<file path="config.mk">
export PLATFORM = sky130hd
export DESIGN_NAME = simon_sequence_engine_flat
export DESIGN_NICKNAME = d
export VERILOG_FILES = /design/src/rtl/simon_sequence_engine_if.sv /design/src/rtl/simon_sequence_engine.sv /design/src/flat_wrapper.sv
export SDC_FILE = /design/constraint.sdc
export NUM_CORES = 1
export LEC_CHECK = 0
export BUFFER_PORTS_ARGS = -buffer_cell sky130_fd_sc_hd__buf_2
export CAP_MARGIN = 10
export CORE_MARGIN = 1
export CORE_UTILIZATION = 60
export CTS_BUF_LIST = sky130_fd_sc_hd__clkbuf_8
export CTS_CLUSTER_DIAMETER = 80
export DETAILED_ROUTE_END_ITERATION = 10
export PLACE_DENSITY = 0.88
export SLEW_MARGIN = 20
export SYNTH_ARGS = -nofsm -noshare
export SYNTH_HDL_FRONTEND = slang
export SYNTH_SLANG_ARGS = --single-unit
export TNS_END_PERCENT = 20
</file>
<file path="constraint.sdc">
create_clock -name clock -period 3.5 [get_ports clock]
set_clock_uncertainty 0.15 [all_clocks]
set_input_delay 0.7 -clock clock [delete_from_list [all_inputs] [get_ports clock]]
set_output_delay 0.7 -clock clock [all_outputs]
set_load 0.02 [all_outputs]
</file>
<file path="src/rtl/simon_sequence_engine_if.sv">
// Player-facing bundle of the Simon sequence engine: debounced keys and the
// start pulse go in; the display colour and game status come back out.
interface simon_sequence_engine_if #(
  parameter int NUM_KEYS = 4,
  parameter int MAX_LEN  = 16,
  parameter int LEN_W    = $clog2(MAX_LEN + 1)
);
  logic [NUM_KEYS-1:0] key;
  logic                start;
  logic [NUM_KEYS-1:0] colourOnehot;
  logic [LEN_W-1:0]    round;
  logic [LEN_W-1:0]    score;
  logic                playing;
  logic                gameover;
  logic                win;

  modport master (
    output key, start,
    input  colourOnehot, round, score, playing, gameover, win
  );

  modport slave (
    input  key, start,
    output colourOnehot, round, score, playing, gameover, win
  );
endinterface

</file>
<file path="src/rtl/simon_sequence_engine.sv">
// Simon-style colour memory game. A free-running LFSR picks a new colour for
// each round. The whole sequence is flashed back, and then the player's key
// presses are checked against it. Each press is accepted when the key is
// released, and the player has a timeout to make each press.
module simon_sequence_engine #(
  parameter int          NUM_KEYS       = 4,
  parameter int          MAX_LEN        = 16,
  parameter int          SHOW_CYCLES    = 12500000,
  parameter int          GAP_CYCLES     = 2500000,
  parameter int          TIMEOUT_CYCLES = 250000000,
  parameter logic [15:0] LFSR_SEED      = 16'hACE1
) (
  input logic                    clock,
  input logic                    reset,
  simon_sequence_engine_if.slave bus
);

  localparam int IDX_W  = $clog2(NUM_KEYS);
  localparam int LEN_W  = $clog2(MAX_LEN + 1);
  localparam int ADDR_W = (MAX_LEN > 1) ? $clog2(MAX_LEN) : 1;

  typedef enum logic [2:0] {
    S_IDLE,
    S_GEN,
    S_SHOW_ON,
    S_SHOW_GAP,
    S_WAIT_KEY,
    S_KEY_HELD,
    S_GAMEOVER,
    S_WIN
  } state_t;

  state_t state, next_state;

  logic [15:0]         lfsr;
  logic [IDX_W-1:0]    mem [MAX_LEN];
  logic [LEN_W-1:0]    round_q;
  logic [LEN_W-1:0]    score_q;
  logic [LEN_W-1:0]    seq_idx;
  logic [31:0]         counter;
  logic                fail;
  logic                win_phase;
  logic [NUM_KEYS-1:0] key_q;

  logic [LEN_W-1:0]    seq_idx_inc;
  logic                last_step;
  logic                show_done;
  logic                gap_done;
  logic                timeout_done;
  logic                key_any;
  logic [NUM_KEYS-1:0] expected_key;

  assign seq_idx_inc  = seq_idx + LEN_W'(1);
  assign last_step    = (seq_idx_inc == round_q);
  assign show_done    = (counter == 32'(SHOW_CYCLES - 1));
  assign gap_done     = (counter == 32'(GAP_CYCLES - 1));
  assign timeout_done = (counter == 32'(TIMEOUT_CYCLES - 1));
  assign key_any      = (bus.key != '0);
  assign expected_key = {{(NUM_KEYS-1){1'b0}}, 1'b1} << mem[seq_idx[ADDR_W-1:0]];

  // Galois LFSR keeps running in every state so that the colour chosen
  // depends on how long the player took.
  always_ff @(posedge clock or posedge reset) begin
    if (reset) begin
      lfsr <= LFSR_SEED;
    end else begin
      lfsr <= {1'b0, lfsr[15:1]} ^ (lfsr[0] ? 16'hB400 : 16'h0000);
    end
  end

  // Sequence memory appends one LFSR-chosen colour per round. It has no
  // reset because a slot is always written before it is read.
  always_ff @(posedge clock) begin
    if (state == S_GEN) begin
      mem[round_q[ADDR_W-1:0]] <= lfsr[IDX_W-1:0];
    end
  end

  // State register.
  always_ff @(posedge clock or posedge reset) begin
    if (reset) begin
      state <= S_IDLE;
    end else begin
      state <= next_state;
    end
  end

  // Next-state decision for the game flow.
  always_comb begin
    next_state = state;
    case (state)
      S_IDLE: begin
        if (bus.start) next_state = S_GEN;
      end
      S_GEN: begin
        next_state = S_SHOW_ON;
      end
      S_SHOW_ON: begin
        if (show_done) next_state = S_SHOW_GAP;
      end
      S_SHOW_GAP: begin
        if (gap_done) next_state = last_step ? S_WAIT_KEY : S_SHOW_ON;
      end
      S_WAIT_KEY: begin
        if (key_any)           next_state = S_KEY_HELD;
        else if (timeout_done) next_state = S_GAMEOVER;
      end
      S_KEY_HELD: begin
        if (!key_any) begin
          if (fail)                             next_state = S_GAMEOVER;
          else if (!last_step)                  next_state = S_WAIT_KEY;
          else if (round_q == LEN_W'(MAX_LEN))  next_state = S_WIN;
          else                                  next_state = S_GEN;
        end
      end
      S_GAMEOVER, S_WIN: begin
        if (bus.start)    next_state = S_GEN;
        else if (key_any) next_state = S_IDLE;
      end
      default: next_state = S_IDLE;
    endcase
  end

  // Round, score, step index, delay counter and press verdict bookkeeping.
  always_ff @(posedge clock or posedge reset) begin
    if (reset) begin
      round_q   <= '0;
      score_q   <= '0;
      seq_idx   <= '0;
      counter   <= '0;
      fail      <= 1'b0;
      win_phase <= 1'b0;
      key_q     <= '0;
    end else begin
      key_q <= bus.key;
      case (state)
        S_IDLE: begin
          if (bus.start) begin
            round_q <= '0;
            score_q <= '0;
          end
        end
        S_GEN: begin
          round_q <= round_q + LEN_W'(1);
          seq_idx <= '0;
          counter <= '0;
        end
        S_SHOW_ON: begin
          counter <= show_done ? 32'd0 : counter + 32'd1;
        end
        S_SHOW_GAP: begin
          if (gap_done) begin
            counter <= '0;
            seq_idx <= last_step ? '0 : seq_idx_inc;
          end else begin
            counter <= counter + 32'd1;
          end
        end
        S_WAIT_KEY: begin
          counter <= counter + 32'd1;
          if (key_any) fail <= (bus.key != expected_key);
        end
        S_KEY_HELD: begin
          if (!key_any && !fail) begin
            counter <= '0;
            if (!last_step) begin
              seq_idx <= seq_idx_inc;
            end else begin
              score_q   <= round_q;
              win_phase <= 1'b1;
            end
          end
        end
        S_GAMEOVER, S_WIN: begin
          if (bus.start || key_any) begin
            round_q <= '0;
            score_q <= '0;
          end else if (state == S_WIN) begin
            if (show_done) begin
              counter   <= '0;
              win_phase <= ~win_phase;
            end else begin
              counter <= counter + 32'd1;
            end
          end
        end
        default: ;
      endcase
    end
  end

  // Display colour and status flags are decoded from registered state only.
  always_comb begin
    bus.colourOnehot = '0;
    bus.playing      = 1'b0;
    bus.gameover     = 1'b0;
    bus.win          = 1'b0;
    case (state)
      S_SHOW_ON: begin
        bus.colourOnehot = expected_key;
        bus.playing      = 1'b1;
      end
      S_SHOW_GAP: begin
        bus.playing = 1'b1;
      end
      S_KEY_HELD: begin
        bus.colourOnehot = key_q;
      end
      S_GAMEOVER: begin
        bus.colourOnehot = '1;
        bus.gameover     = 1'b1;
      end
      S_WIN: begin
        bus.colourOnehot = win_phase ? '1 : '0;
        bus.win          = 1'b1;
      end
      default: ;
    endcase
  end

  assign bus.round = round_q;
  assign bus.score = score_q;

endmodule

</file>
<file path="src/flat_wrapper.sv">
// flat-port wrapper written by rule: the top's interface ports become plain ports
module simon_sequence_engine_flat 
#(
  parameter int          NUM_KEYS       = 4,
  parameter int          MAX_LEN        = 16,
  parameter int          SHOW_CYCLES    = 12500000,
  parameter int          GAP_CYCLES     = 2500000,
  parameter int          TIMEOUT_CYCLES = 250000000,
  parameter logic [15:0] LFSR_SEED      = 16'hACE1
)
  (clock, reset, bus_key, bus_start, bus_colourOnehot, bus_round, bus_score, bus_playing, bus_gameover, bus_win);
  simon_sequence_engine_if #(.NUM_KEYS(NUM_KEYS), .MAX_LEN(MAX_LEN)) bus_i ();
  input logic clock;
  input logic reset;
  input wire logic [$bits(bus_i.key)-1:0] bus_key;
  input wire logic [$bits(bus_i.start)-1:0] bus_start;
  output wire logic [$bits(bus_i.colourOnehot)-1:0] bus_colourOnehot;
  output wire logic [$bits(bus_i.round)-1:0] bus_round;
  output wire logic [$bits(bus_i.score)-1:0] bus_score;
  output wire logic [$bits(bus_i.playing)-1:0] bus_playing;
  output wire logic [$bits(bus_i.gameover)-1:0] bus_gameover;
  output wire logic [$bits(bus_i.win)-1:0] bus_win;
  assign bus_i.key = bus_key;
  assign bus_i.start = bus_start;
  assign bus_colourOnehot = bus_i.colourOnehot;
  assign bus_round = bus_i.round;
  assign bus_score = bus_i.score;
  assign bus_playing = bus_i.playing;
  assign bus_gameover = bus_i.gameover;
  assign bus_win = bus_i.win;
  simon_sequence_engine #(.NUM_KEYS(NUM_KEYS), .MAX_LEN(MAX_LEN), .SHOW_CYCLES(SHOW_CYCLES), .GAP_CYCLES(GAP_CYCLES), .TIMEOUT_CYCLES(TIMEOUT_CYCLES), .LFSR_SEED(LFSR_SEED)) u_core (.clock(clock), .reset(reset), .bus(bus_i));
endmodule
</file>
==> impl_results.md, run 1 <==
- Clock Tree Buf Depth: 2
- Post-Syn Area per Cell: roughly 11 µm²
- Main combinational cell family by area after synthesis: simple AND/OR/NAND/NOR gates
- Worst setup SP type: flop
- Vias: 4,063
- Fraction of registers with async set/reset: 69.2%
- Share of layout cells above drive strength 1: 18.4%
- Critical Path Stages: 8
- Overall routing resource usage: 26.6%
- Vias in the first global route: 3,756
- Number of remaining DRC errors: 0
- Final setup vio count: 0
- Worst-case vdd ir drop: roughly 470 µV
- Hold Crit Class: in -> async
- DR vias/cell: around 6.4
- Global route total overflow: 0
- Drt pass-1 iters: 7
- Number of enable flip-flop cells after synthesis: 32
- Yosys top cell by area: dfrtp_1
- Compound-gate portion of the synthesized area: 13.8%
- Fin crit period: around 3.3 ns
- Num CTS Buffers: 9
- Commonest cells after routing, fill and taps aside: nor2_1, dfrtp_1, nand2_1, edfxtp_1, buf_2
- YS warnings: 0
- Worst r2r path cells: 9
- Final instance area: roughly 5700 µm²
- DP Wirelength: around 8000 µm
- Die area: 9190 µm²
- Antenna diodes: 0
- Hold Vio Cnt, Final: 0
- CP Data Required Time: between 2 and 3 ns
- RSZ-0062 raised after global routing: false
- Routed WL: 11,700 µm
- Max-cap violations: 0
- Worst skew pair latency: roughly 0.37 ns
- Area after DPL: between 5000 and 6000 µm²
- Port bufs: 23
- Critical Path Max Stage Delay: around 0.55 ns
- Routability-driven placement congestion ratio: a little under 0.9
- Crit Path Max Fanout: 13
- Largest net degree at the start of global routing: 38
- Least-Margin Pin Slew: slightly above 1 ns
- Number of distinct library cells after synthesis: 73
- Cells after DPL: ~600
- CTS H-tree depth: 3
- Root Buffer: clkbuf_8
- Worst reg2reg setup slack: 0.37 ns
- Netlist Area Pre-Place: between 5000 and 6000 µm²
- Post-Synth Adder-Cell Area: approximately 1.4%
- Synth Area in Simple Gates: between 20% and 30%
- Final period utilization: 94.1%
- Xor/xnor share of the synthesized area: just under 5%
- Final Max Slew Viols: 0
- Post-synth top flop: dfrtp_1
- Critical Path AT: 2.44 ns
- Leak: 0.00233 µW
- Initial antenna violation count: 0
- Commonest non-fill, non-tap cell in the layout: nor2_1
- Power Dens Cells: 581 nW/µm²
- Final non-filler cell total: about 630
- Layout fillers: around 600
- Synthesized Nets: slightly above 500
- Post-Syn Instances: ~500
- First-pass GRT wire length: around 18,000 µm
- Critical setup path kind: reg -> out
- Max_slew headroom: roughly 31%
- # nets final: between 500 and 600
- Delay-heaviest family, CP: compound AO/OA/AOI/OAI gates
- CTS tree: yes
- Layout area overhead: 8.50%
- Crit. End Element: output pin
- Core ar.: ~8400 µm²
- Fmax: ~300 MHz
- Post-CTS Hold Fix Bufs: 0
- Post-route setup TNS: 0 ns
- Crit path cell chain: mux2_2 -> o22ai_1 -> o32ai_4 -> nor2b_1 -> nor2_1 -> o21ai_1 -> a22o_1 -> buf_2
- CTS Sinks: ~100
- Die X: approximately 96 µm
- FP Rows: 33
- Clk slew on worst S/H paths: about 0.10 ns
- Mux contribution to synthesized area: under 10%
- Area contributors post-synth: dfrtp_1, edfxtp_1, nor2_1
- Synth Register Bits: around 100
- Share of the synthesized area in the top cell type: between 30 and 40%
- Register area share after synthesis: a little over half
- Die H: between 90 and 100 µm
- Io pins: 24
- Outcome: complete, no violations
- Critical-path top delay cell: dfrtp_2
- Worst Path Buf+Inv: 1
- Initial core utilization: between 60% and 70%
- Wire per inst: ~19 µm
- DRT iter0 DRCs: just over 400
- Routed Antenna Nets: 0
==> cells by family after synthesis <==
| group | after synthesis |
|---|---|
| AOI/OAI and AO/OA | 103 |
| adders and majority gates | 6 |
| and+or+nand+nor | 212 |
| xor gates and xnor gates | 29 |
| buffers and inverters | 29 |
| muxes | 14 |
| DFF | 104 |
==> sequential cells by signal (all words and copies together), names as in the netlist <==
| name | cells |
|---|---|
| u_core.bus.score | 5 |
| u_core.bus.round | 5 |
| u_core.seq_idx | 5 |
| u_core.mem | 32 |
| u_core.counter | 32 |
| u_core.key_q | 4 |
| u_core.fail | 1 |
| u_core.state | 3 |
| u_core.lfsr | 16 |
| u_core.win_phase | 1 |
==> repair_timing <==
action	4_1_cts	5_1_grt
setup endpoints to repair	1	2
buffers inserted	0	2
resized for setup	2	7
==> layer usage <==
layer  up-vias  wire, µm  global-route usage [%]
met4         0       268                    9.95
met2       188      5640                    42.0
met5         -         0                       0
met3        27       874                    6.48
li1       1864         -                       -
met1      1984      4960                    35.7
==> worst paths after layout <==
path                                   startpoint                  end
max in group asynchronous                   reset   u_core.counter[29]
worst max-delay path            u_core.seq_idx[1]  bus_colourOnehot[1]
worst min-delay path                        reset       u_core.lfsr[9]
min in group clock                 u_core.lfsr[7]       u_core.lfsr[6]
worst min register to register     u_core.lfsr[7]       u_core.lfsr[6]
worst max register to register  u_core.seq_idx[1]    u_core.seq_idx[4]
==> power breakdown <==
group	switching (µW)	leakage (µW)	internal, µW
combinational	651	0.00101	453
clock	438	0.0000998	276
sequential	179	0.00122	1340
==> layout make-up <==
class	count	area (µm²)	area share, %
sequential	104	2780	48.4
clock inverter	7	61.3	1.07
multi-input combinational	364	2400	41.8
timing repair buffer	35	215	3.75
inverter	8	30.0	0.524
tap	105	131	2.29
clock buffer	9	124	2.16
==> stage by stage <==
stage                     worst slack, ns  utilization (%)  power [µW]  hold slack, ns
after global routing               0.0225             68.4        3520           0.120
after global placement              0.439             65.7        2510           0.188
after detailed placement            0.379             65.7        2560           0.193
after floorplan                     0.696                -        2300           0.181
final                               0.206             68.4        3330           0.120
after CTS                          0.0921             68.0        3270           0.110
==> cells in the mapped netlist, types with 5 or more instances <==
cell type / instances
nor2_1: 69
dfrtp_1: 64
nand2_1: 40
edfxtp_1: 32
xor2_1: 21
nand3_1: 18
o21ai_1: 18
o21ai_0: 17
a21oi_1: 15
nand2b_1: 15
nor3_1: 13
a22o_1: 9
buf_2: 9
mux2_2: 9
and3_1: 8
clkbuf_1: 8
dfstp_2: 8
inv_1: 8
xnor2_1: 8
ha_1: 6
nand4_1: 6
o31ai_1: 6
o22ai_1: 5
(Power assumes the default switching activity.)
==> inputs of run 2 (changes only) <==
Settings changed: PLACE_DENSITY 0.88 to 0.78, SLEW_MARGIN 20 to 15.
==> impl_results.md, run 2 (synthesis gave the netlist of run 1 again) <==
- Outcome: complete, no violations (unchanged)
- CTS Sinks: 104 (unchanged)
- Total Power: 3420 µW (was 3330 µW)
- Leak: 0.00236 µW (was 0.00233 µW)
- Routability-driven placement congestion ratio: 0.867 (was 0.884)
- First-pass GRT wire length: 17,900 µm (was 18,200 µm)
- Final setup vio count: 0 (unchanged)
- DP Wirelength: 7890 µm (was 8140 µm)
- Initial core utilization: 63.1% (unchanged)
- DR vias/cell: 6.26 (was 6.43)
- Io pins: 24 (unchanged)
- Port bufs: 23 (unchanged)
- Core ar.: 8380 µm² (unchanged)
- Drt pass-1 iters: 5 (was 7)
- Critical setup path kind: reg -> out (unchanged)
- Vias: 3,979 (was 4,063)
- Hold Vio Cnt, Final: 0 (unchanged)
- Worst setup SP type: flop (unchanged)
- Max_slew headroom: 28.2% (was 31.0%)
- Commonest cells after routing, fill and taps aside: nor2_1, dfrtp_1, nand2_1, edfxtp_1, buf_2 (unchanged)
- Final Max Slew Viols: 0 (unchanged)
- CTS H-tree depth: 3 (unchanged)
- Power Dens Cells: 590 nW/µm² (was 581 nW/µm²)
- Die area: 9190 µm² (unchanged)
- CTS tree: yes (unchanged)
- Clock Tree Buf Depth: 2 (unchanged)
- Least-Margin Pin Slew: 1.08 ns (was 1.04 ns)
- Root Buffer: clkbuf_8 (unchanged)
- Switch share: 38.1% (about the same)
- DRT iter0 DRCs: 246 (was 409)
- Hold Crit Class: reg -> reg (was in -> async)
- Overall routing resource usage: 25.9% (was 26.6%)
- Worst-case vdd ir drop: 453 µV (was 474 µV)
- Antenna diodes: 0 (unchanged)
- Final instance area: 5800 µm² (was 5740 µm²)
- Critical Path AT: 2.51 ns (was 2.44 ns)
- Initial antenna violation count: 0 (unchanged)
- Routed Antenna Nets: 0 (unchanged)
- FP Rows: 33 (unchanged)
- Combinational share of power: 33.3% (was 33.1%)
- Vias in the first global route: 3,702 (was 3,756)
- Number of remaining DRC errors: 0 (unchanged)
- Max-cap violations: 0 (unchanged)
- Layout area overhead: 9.70% (was 8.50%)
- Clk slew on worst S/H paths: 0.12 ns (was 0.10 ns)
- P_int: 2120 µW (was 2060 µW)
- Crit. End Element: output pin (unchanged)
- Crit Path Max Fanout: 12 (was 13)
- Fin crit period: 3.36 ns (was 3.29 ns)
- Worst skew pair latency: 0.38 ns (was 0.37 ns)
- Share of layout cells above drive strength 1: 19.6% (was 18.4%)
- Sequential power share: 44.7% (was 45.4%)
- Commonest non-fill, non-tap cell in the layout: nor2_1 (unchanged)
- Wire per inst: 17.9 µm (was 18.6 µm)
- Routed WL: 11,400 µm (was 11,700 µm)
- Area after DPL: 5490 µm² (was 5510 µm²)
- Fmax: 297 MHz (was 304 MHz)
- Final period utilization: 96.1% (was 94.1%)
- # nets final: 539 (was 535)
- Switching pwr: 1300 µW (was 1270 µW)
- Clk pwr share: 22.0% (was 21.4%)
- Die X: 95.9 µm (unchanged)
- Die H: 95.9 µm (unchanged)
- CP Data Required Time: 2.65 ns (about the same)
- Num CTS Buffers: 9 (unchanged)
- Global route total overflow: 0 (unchanged)
- Largest net degree at the start of global routing: 39 (was 38)
run 2: cell count changes in the layout (fill, tap and decap cells not counted), sizes merged:
| cell | change |
|---|---|
| clkinvlp | +1 |
| inv | -2 |
| clkinv | +1 |
| clkbuf | +1 |
| buf | +3 |
run 2: cell type report:
| type | instances | area [µm²] |
|---|---|---|
| Sequential cell | 104 | 2780 |
| Fill cell | 602 | 2580 |
| Multi-Input combinational cell | 364 | 2410 |
| Timing Repair Buffer | 39 | 245 |
| Tap cell | 105 | 131 |
| Clock buffer | 9 | 124 |
| Clock inverter | 7 | 82.6 |
| Inverter | 8 | 30.0 |
run 2: what timing repair did:
action | 4_1_cts | 5_1_grt
buffers inserted | 0 | 9
hold endpoints to repair | 0 | 0
gates cloned | 0 | 0
pin swaps | 0 | 1
hold buffers | 0 | 0
setup endpoints to repair | 2 | 3
gates resized for setup | 2 | 10
run 2: routing by layer:
metal | part of all wire [%] | wire, µm | vias up | track usage [%]
met5 | 0 | 0 | - | 0
met2 | 49 | 5550 | 129 | 42.7
met4 | 1.8 | 209 | 0 | 9.58
met1 | 44 | 5010 | 1949 | 34.0
li1 | - | - | 1882 | -
met3 | 5.2 | 595 | 19 | 5.13
run 2: stage by stage:
stage          hold WS [ns]  setup TNS [ns]  setup slack (ns)  cells  util [%]
2_1_floorplan         0.181               0             0.696    497         -
3_3_place_gp          0.187               0             0.312    611      65.4
3_5_place_dp          0.188               0             0.262    611      65.4
4_1_cts               0.204               0            0.0147    627      67.9
5_1_grt               0.209         -0.0307           -0.0292    636      69.2
6_report              0.200               0             0.137    636      69.2
run 2: path summary, 6_finish.rpt:
path	startpoint	end	slack, ns	depth (start not counted)
worst min-delay path	u_core.lfsr[7]	u_core.lfsr[6]	0.20	0
worst max register to register	u_core.seq_idx[1]	u_core.seq_idx[3]	0.26	10
min in group asynchronous	reset	u_core.lfsr[8]	0.30	2
max in group asynchronous	reset	u_core.counter[12]	2.25	3
worst max-delay path	u_core.seq_idx[1]	bus_colourOnehot[1]	0.14	8
worst min register to register	u_core.lfsr[7]	u_core.lfsr[6]	0.20	0
run 2: critical path: stages, from the launching register on:
cell,delay (ns)
dfrtp_4,0.58
mux2_2,0.25
o22ai_1,0.13
o32ai_4,0.42
nor2b_4,0.22
nor2_1,0.04
o21ai_0,0.18
a22o_1,0.14
buf_2,0.16
run 2: power groups by stage:
stage | Sequential, µW | Clock (µW) | Combinational [µW]
after global placement | 1540 | 0 | 970
after floorplan | 1450 | 0 | 845
final | 1530 | 754 | 1140
after global routing | 1550 | 813 | 1250
after CTS | 1530 | 769 | 1000
after detailed placement | 1550 | 0 | 1000
==> inputs of run 3 (changes only) <==
Settings changed: RECOVER_POWER from default to 100.
==> impl_results.md, run 3 (synthesis gave the netlist of run 1 again) <==
- Critical setup path kind: reg -> out (unchanged)
- Initial core utilization: 63.1% (unchanged)
- Fin crit period: 3.36 ns (about the same)
- Root Buffer: clkbuf_8 (unchanged)
- Critical Path Start: u_core.seq_idx[1] (unchanged)
- CTS tree: yes (unchanged)
- Crit. End Element: output pin (unchanged)
- Routed Antenna Nets: 0 (unchanged)
- Worst reg2reg path startpoint: u_core.seq_idx[1] (unchanged)
- Final WS setup: 0.142 ns (was 0.137 ns)
- Die X: 95.9 µm (unchanged)
- Die H: 95.9 µm (unchanged)
- Post-Place Worst Slack: 0.262 ns (unchanged)
- Hold Crit Class: reg -> reg (unchanged)
- # nets final: 539 (unchanged)
- Final period utilization: 95.9% (was 96.1%)
- Least-Margin Pin Slew: 1.32 ns (was 1.08 ns)
- Share of layout cells above drive strength 1: 16.6% (was 19.6%)
- Final Max Slew Viols: 0 (unchanged)
- Commonest non-fill, non-tap cell in the layout: nor2_1 (unchanged)
- Post-CTS Hold Fix Bufs: 0 (unchanged)
- Max_slew headroom: 12.0% (was 28.2%)
- Outcome: complete, no violations (unchanged)
- Drt pass-1 iters: 5 (unchanged)
- Io pins: 24 (unchanged)
- Worst skew pair latency: 0.37 ns (was 0.38 ns)
- DP Wirelength: 7890 µm (unchanged)
- CTS H-tree depth: 3 (unchanged)
- Wire per inst: 17.9 µm (about the same)
- Power Dens Cells: 592 nW/µm² (was 590 nW/µm²)
- Num CTS Buffers: 9 (unchanged)
- Hold slack: 0.199 ns (was 0.200 ns)
- Global route total overflow: 0 (unchanged)
- Post-route setup TNS: 0 ns (unchanged)
- DR vias/cell: 6.25 (was 6.26)
- Leak: 0.00230 µW (was 0.00236 µW)
- FP Rows: 33 (unchanged)
- CP Data Required Time: 2.65 ns (about the same)
- Fmax: 298 MHz (was 297 MHz)
- Routed WL: 11,400 µm (about the same)
- Vias: 3,975 (was 3,979)
- Max-cap violations: 0 (unchanged)
- Core ar.: 8380 µm² (unchanged)
- Die area: 9190 µm² (unchanged)
- Sequential cell area: 2780 µm² (unchanged)
- Vias in the first global route: 3,702 (unchanged)
- Hold Crit Start: u_core.lfsr[7] (unchanged)
- Total Power: 3410 µW (was 3420 µW)
- Largest net degree at the start of global routing: 39 (unchanged)
- Critical Path AT: 2.51 ns (about the same)
- Final setup vio count: 0 (unchanged)
- Worst-case vdd ir drop: 451 µV (was 453 µV)
- Crit Path Max Fanout: 12 (unchanged)
- First-pass GRT wire length: 17,900 µm (unchanged)
- CTS Sinks: 104 (unchanged)
- Port bufs: 23 (unchanged)
- Hold Vio Cnt, Final: 0 (unchanged)
- Commonest cells after routing, fill and taps aside: nor2_1, dfrtp_1, nand2_1, edfxtp_1, xor2_1 (was nor2_1, dfrtp_1, nand2_1, edfxtp_1, buf_2)
- Clk slew on worst S/H paths: 0.12 ns (about the same)
- DRT iter0 DRCs: 278 (was 246)
- Worst setup SP type: flop (unchanged)
- Initial antenna violation count: 0 (unchanged)
- Antenna diodes: 0 (unchanged)
- Clock Tree Buf Depth: 2 (unchanged)
- Routability-driven placement congestion ratio: 0.867 (unchanged)
- Overall routing resource usage: 25.9% (unchanged)
- Multi-input logic area: 2410 µm² (unchanged)
- Layout area overhead: 9.09% (was 9.70%)
- Number of remaining DRC errors: 0 (unchanged)
- Layout fillers: 609 (was 602)
==> run 3: cell count changes in the layout (fill, tap and decap cells not counted), sizes merged <==
cell,previous run,this run
buf,38,23
clkbuf,10,25
==> run 3: timing repair <==
item                       CTS  global route
gates resized for setup      2            10
setup endpoints to repair    2             3
buffers inserted             0             9
pin swaps                    0             1
==> run 3: cell type report <==
class                      instances  area share [%]
tap                              105            2.28
clock buffer                       9            2.15
timing repair buffer              39            3.69
inverter                           8           0.521
multi-input combinational        364            41.8
clock inverter                     7            1.43
sequential                       104            48.2
==> run 3: worst paths after layout <==
kind / endpoint / slack [ns] / cells past startpoint
worst max-delay path: bus_colourOnehot[1] / 0.14 / 8
worst min-delay path: u_core.lfsr[6] / 0.20 / 0
worst max register to register: u_core.seq_idx[3] / 0.27 / 10
worst min register to register: u_core.lfsr[6] / 0.20 / 0
max in group asynchronous: u_core.state[1] / 1.11 / 3
min in group asynchronous: u_core.lfsr[8] / 0.53 / 2
==> run 3: worst max-delay path: stages (launching register included) <==
cell and delay [ns]:
dfrtp_4 0.58, mux2_2 0.25, o22ai_1 0.13, o32ai_4 0.42, nor2b_4 0.22, nor2_1 0.04
o21ai_0 0.18, a22o_1 0.14, buf_2 0.16
==> run 3: where the power goes <==
| group | switching (µW) | internal, µW | total [µW] | leakage [µW] |
|---|---|---|---|---|
| clock network | 467 | 288 | 755 | 0.000101 |
| logic | 642 | 488 | 1130 | 0.000974 |
| registers | 192 | 1340 | 1530 | 0.00122 |
==> run 3: layer usage <==
metal	part of all wire [%]	vias to the layer above	global-route usage [%]
met2	49	123	42.7
li1	-	1879	-
met4	1.9	0	9.58
met1	44	1950	34.0
met5	0	-	0
met3	5.1	23	5.13
==> run 3: through the flow <==
| step | cells | util [%] | area, µm² |
|---|---|---|---|
| 2_1_floorplan | 497 | - | 5290 |
| 3_3_place_gp | 611 | 65.4 | 5490 |
| 3_5_place_dp | 611 | 65.4 | 5490 |
| 4_1_cts | 627 | 67.9 | 5690 |
| 5_1_grt | 636 | 68.8 | 5770 |
| 6_report | 636 | 68.8 | 5770 |
